$ cat src/rtl/game_sequencer.sv
// Gameplay controller for the VGA obstacle game: menu/play/won/lost sequencing,
// obstacle scroll position, lap counting and the player jump profile.
//
// game state | meaning
// MENU       | title screen, datapath cleared, waiting for start
// PLAY       | obstacles scroll each frame_tick, jumps allowed, hit ends the run
// WON        | WIN_LAPS completed, datapath frozen until start
// LOST       | collision seen, datapath frozen until start
//
// jump state | meaning
// GROUND     | distance is 0, waiting for a jump edge
// RISE       | distance climbs JUMP_STEP per frame_tick up to JUMP_HEIGHT
// FALL       | distance drops JUMP_STEP per frame_tick down to 0
module game_sequencer #(
   parameter int SCROLL_STEP = 2,
   parameter int COURSE_LEN  = 680,
   parameter int WIN_LAPS    = 3,
   parameter int JUMP_HEIGHT = 60,
   parameter int JUMP_STEP   = 3
) (
   input  logic       clk,
   input  logic       reset,
   input  logic       frame_tick,
   input  logic       start_btn,
   input  logic       jump_btn,
   input  logic       hit,
   output logic       menu_screen,
   output logic       player_won,
   output logic       player_lost,
   output logic [9:0] distance,
   output logic [9:0] obj_counter,
   output logic [3:0] lap_count
);

   typedef enum logic [1:0] {MENU, PLAY, WON, LOST} game_t;
   typedef enum logic [1:0] {GROUND, RISE, FALL} jump_t;

   game_t       game_st;
   jump_t       jump_st;
   logic        start_q;
   logic        jump_q;
   logic        start_rise;
   logic        jump_rise;
   logic [10:0] scroll_sum;
   logic        wrap;
   logic [9:0]  obj_nxt;
   logic [3:0]  lap_nxt;
   logic        win_tick;
   logic [10:0] rise_sum;

   always_comb begin
      scroll_sum = {1'b0, obj_counter} + 11'(SCROLL_STEP);
      wrap       = (scroll_sum >= 11'(COURSE_LEN));
      obj_nxt    = wrap ? 10'(scroll_sum - 11'(COURSE_LEN)) : scroll_sum[9:0];
      lap_nxt    = lap_count;
      if (wrap && (lap_count != 4'd15))
         lap_nxt = lap_count + 4'd1;
      win_tick   = frame_tick & wrap & (lap_nxt >= 4'(WIN_LAPS));
      rise_sum   = {1'b0, distance} + 11'(JUMP_STEP);
   end

   // Rise pulses are registered so every button action lands one edge after the edge is seen.
   always_ff @(posedge clk or negedge reset) begin
      if (!reset) begin
         game_st     <= MENU;
         jump_st     <= GROUND;
         start_q     <= 1'b0;
         jump_q      <= 1'b0;
         start_rise  <= 1'b0;
         jump_rise   <= 1'b0;
         menu_screen <= 1'b1;
         player_won  <= 1'b0;
         player_lost <= 1'b0;
         distance    <= '0;
         obj_counter <= '0;
         lap_count   <= '0;
      end else begin
         start_q    <= start_btn;
         jump_q     <= jump_btn;
         start_rise <= start_btn & ~start_q;
         jump_rise  <= jump_btn & ~jump_q;
         case (game_st)
            MENU: begin
               if (start_rise) begin
                  game_st     <= PLAY;
                  menu_screen <= 1'b0;
                  jump_st     <= GROUND;
                  distance    <= '0;
                  obj_counter <= '0;
                  lap_count   <= '0;
               end
            end
            PLAY: begin
               if (hit) begin
                  game_st     <= LOST;
                  player_lost <= 1'b1;
               end else begin
                  if (frame_tick) begin
                     obj_counter <= obj_nxt;
                     lap_count   <= lap_nxt;
                  end
                  if (win_tick) begin
                     game_st    <= WON;
                     player_won <= 1'b1;
                  end
                  case (jump_st)
                     GROUND: begin
                        if (jump_rise)
                           jump_st <= RISE;
                     end
                     RISE: begin
                        if (frame_tick) begin
                           if (rise_sum >= 11'(JUMP_HEIGHT)) begin
                              distance <= 10'(JUMP_HEIGHT);
                              jump_st  <= FALL;
                           end else begin
                              distance <= rise_sum[9:0];
                           end
                        end
                     end
                     FALL: begin
                        if (frame_tick) begin
                           if (distance <= 10'(JUMP_STEP)) begin
                              distance <= '0;
                              jump_st  <= GROUND;
                           end else begin
                              distance <= distance - 10'(JUMP_STEP);
                           end
                        end
                     end
                     default: jump_st <= GROUND;
                  endcase
               end
            end
            WON, LOST: begin
               if (start_rise) begin
                  game_st     <= MENU;
                  menu_screen <= 1'b1;
                  player_won  <= 1'b0;
                  player_lost <= 1'b0;
                  jump_st     <= GROUND;
                  distance    <= '0;
                  obj_counter <= '0;
                  lap_count   <= '0;
               end
            end
         endcase
      end
   end

endmodule

$ cat config.mk
export PLATFORM = sky130hd
export DESIGN_NAME = game_sequencer
export DESIGN_NICKNAME = d
export VERILOG_FILES = /design/src/rtl/game_sequencer.sv
export SDC_FILE = /design/constraint.sdc
export NUM_CORES = 1
export LEC_CHECK = 0
export CORE_MARGIN = 2
export CORE_UTILIZATION = 55
export CTS_CLUSTER_SIZE = 12
export DETAILED_ROUTE_END_ITERATION = 8
export PLACE_DENSITY = 0.8
export SLEW_MARGIN = 20
export SYNTH_ARGS = -nofsm -noshare
export SYNTH_HDL_FRONTEND = slang
export SYNTH_SLANG_ARGS = --single-unit
$ cat constraint.sdc
create_clock -name clk -period 3.1 [get_ports clk]
set_input_delay 0.93 -clock clk [delete_from_list [all_inputs] [get_ports clk]]
set_output_delay 0.93 -clock clk [all_outputs]
set_load 0.005 [all_outputs]
==> flow_summary.yaml <==
global_routing:
  grt_start_max_net_pins: 35
  grtUsageTotal: 0.252
  grt_first_pass_wirelength_um: 10300
  overflow: 0
  grt_pass1_vias: 2133
  antenna_found_initial: 0
cells_and_area:
  area_growth_syn_to_layout_pct: 18.4
  drive_above_1_share: 0.0892
  antenna-diode-count: 0
  final_nets: 335
setup_path:
  r2r-start: "obj_counter[1]"
  critPathLaunchType: "register"
  cp.arrival_ns: 3.01
  cp-end-kind: "register"
  worstPathMaxFanout: 10
  crit_required_ns: 3.27
  critPathLaunch: "obj_counter[1]"
  critPathKind: "register to register"
yosys:
  synth_commonest_cells: "dfrtp_1 (33), o21ai_0 (31), nor2_1 (24), nand2_1 (23)"
  ys_ff_latch: 34
  synth-edff-count: 0
  synth_most_common_cell: "dfrtp_1"
  synth_top_area_frac: 0.335
  synth_fp_nets: 303
  yosysWarnings: 0
  synthFlopType: "dfrtp_1"
  yosysSeqAreaShare: 0.346
  synth_area_leaders: "dfrtp_1 (33%), o21ai_0 (6.3%), nor2_1 (3.7%), nand2_1 (3.5%), xnor2_1 (2.8%)"
  netlist_instances: 292
  yosysTopAreaCell: "dfrtp_1"
  avgSynthCellArea_um2: 8.45
  synth.distinct_cells: 67
  postSynth.asyncResetShare: 1.00
  mappedNetlistArea_mm2: 0.00247
drt:
  drc: 0
  drt_iter0_drc: 202
  drt-met1-wl_um: 2820
  dr.pass1.iters: 5
  maxUsedRoutingLayer: "met4"
  vias: 2375
  via_per_inst: 6.30
  wl_met3_um: 481
  routedWlPerCell_um: 15.6
  ant_nets: 0
  wl_um: 5880
  routed-wl-met2_um: 2520
worst_hold_path:
  hold_path_class: "register to register"
  worst_hold_startpoint: "jump_q"
sta:
  hold_viol: 0
  min_period_ns: 2.84
  worst_slack_ns: 0.260
  setup_viol: 0
  skew_ns: 0.0142
  finalMaxSlewViolations: 0
  fmax_mhz: 352
  period_share: 0.916
  grt_setup_unrepaired: "no"
  max-slew-margin-rel: 0.608
  tns_ns: 0
  worstMarginPinSlew_ns: 0.581
power_and_ir_drop:
  ir_drop_v: 0.000441
  pwr_density_cell_mw_per_mm2: 542
  p_leak_uw: 0.00121
  finalPower_uw: 1580
die:
  die_y_um: 71.0
  io_pins: 33
  die-area_mm2: 0.00504
  dieWidth_um: 71.0
  rows: 24
  fp.coreArea_mm2: 0.00432
  start_util: 0.570
place:
  gp_congestion: 0.958
  dpl.hpwl_um: 4260
  post-place-ws_ns: 0.287
  portBuffers: 31
clock_network:
  cts_buffers: 5
  cts.path.max_buffers: 2
  clkSinkCount: 34
  post_cts_resized: 0
  clk_latency_ns: 0.29
  htree_levels: 2
  clk_pin_slew_ns: 0.07
  cts_hold_buffers: 0
  cts_tree: "built"
  cts_setup_buffers: 0
  cts_root_buf: "clkbuf_8"
flow_run:
  cap_viol_max_count: 0
outcome:
  status: "finished clean"
[kinds of logic after synthesis]
kind of cell | synth area share
XOR/XNOR | 0.0320
multiplexers | 0.0172
buffers and inverters | 0.0492
AO/OA/AOI/OAI | 0.295
adder cells (fa/ha/maj) | 0.0254
flip-flops | 0.346
other | 0.00152
AND/OR/NAND/NOR | 0.234
[worst max-delay path, cell delays in order (launching register included)]
cell and delay (ns):
dfrtp_1 0.53, ha_1 0.43, xnor2_1 0.16, ha_1 0.24, nor2b_1 0.16, mux2i_1 0.15
and2_0 0.19, and4_4 0.20, or4_4 0.42, a41o_1 0.24
[sequential cells by signal, summed over array words and instances (netlist names), 2 cells and up]
signal / cells
jump_st: 2
distance: 10
game_st: 2
obj_counter: 9
lap_count: 4
[metrics by stage]
step / hold slack [ns] / instances / util / instance area (um2)
final: 0.398 / 377 / 0.675 / 2920
after global routing: 0.419 / 377 / 0.675 / 2920
after CTS: 0.399 / 377 / 0.675 / 2920
after detailed placement: 0.390 / 369 / 0.654 / 2830
after global placement: 0.382 / 369 / 0.654 / 2830
after floorplan: 0.378 / 292 / - / 2470
[cell type report]
class                   count  area [um2]
multi-input cells         231        1490
fillers                   365        1400
flip-flops and latches     34         852
repair buffers             39         370
clock buffers               7        86.3
well taps                  52        65.1
inverters                  13        48.8
clock inverters             1        5.00
[cells in the final DEF, fill, tap and decap left out, drive strengths merged, types with 8 or more instances in the layout]
cell	n
nor2	24
clkdlybuf4s50	31
nor2b	9
nand2	23
a21oi	13
nand3	8
o21ai	31
xnor2	8
a31oi	9
buf	8
inv	13
dfrtp	33
[path summary, 6_finish.rpt]
| kind | to | slack [ns] | cells past startpoint |
|---|---|---|---|
| worst min register to register | jump_rise | 0.40 | 1 |
| worst max register to register | obj_counter[3] | 0.26 | 9 |
| min in group asynchronous | distance[3] | 1.03 | 2 |
| worst max-delay path | obj_counter[3] | 0.26 | 9 |
| max in group asynchronous | menu_screen | 1.73 | 2 |
| worst min-delay path | jump_rise | 0.40 | 1 |
[power by group]
group          internal (uW)  switching (uW)  leakage (uW)
logic                    293             330      0.000711
clock network            179             161     0.0000482
registers                513             106      0.000452
[metal layers]
layer  track usage  vias to the layer above
met5             0                        -
met4        0.0692                        0
met3        0.0570                        6
met2         0.363                       90
met1         0.380                     1111
li1              -                     1168
No activity file was read; power rests on OpenSTA's default activity.
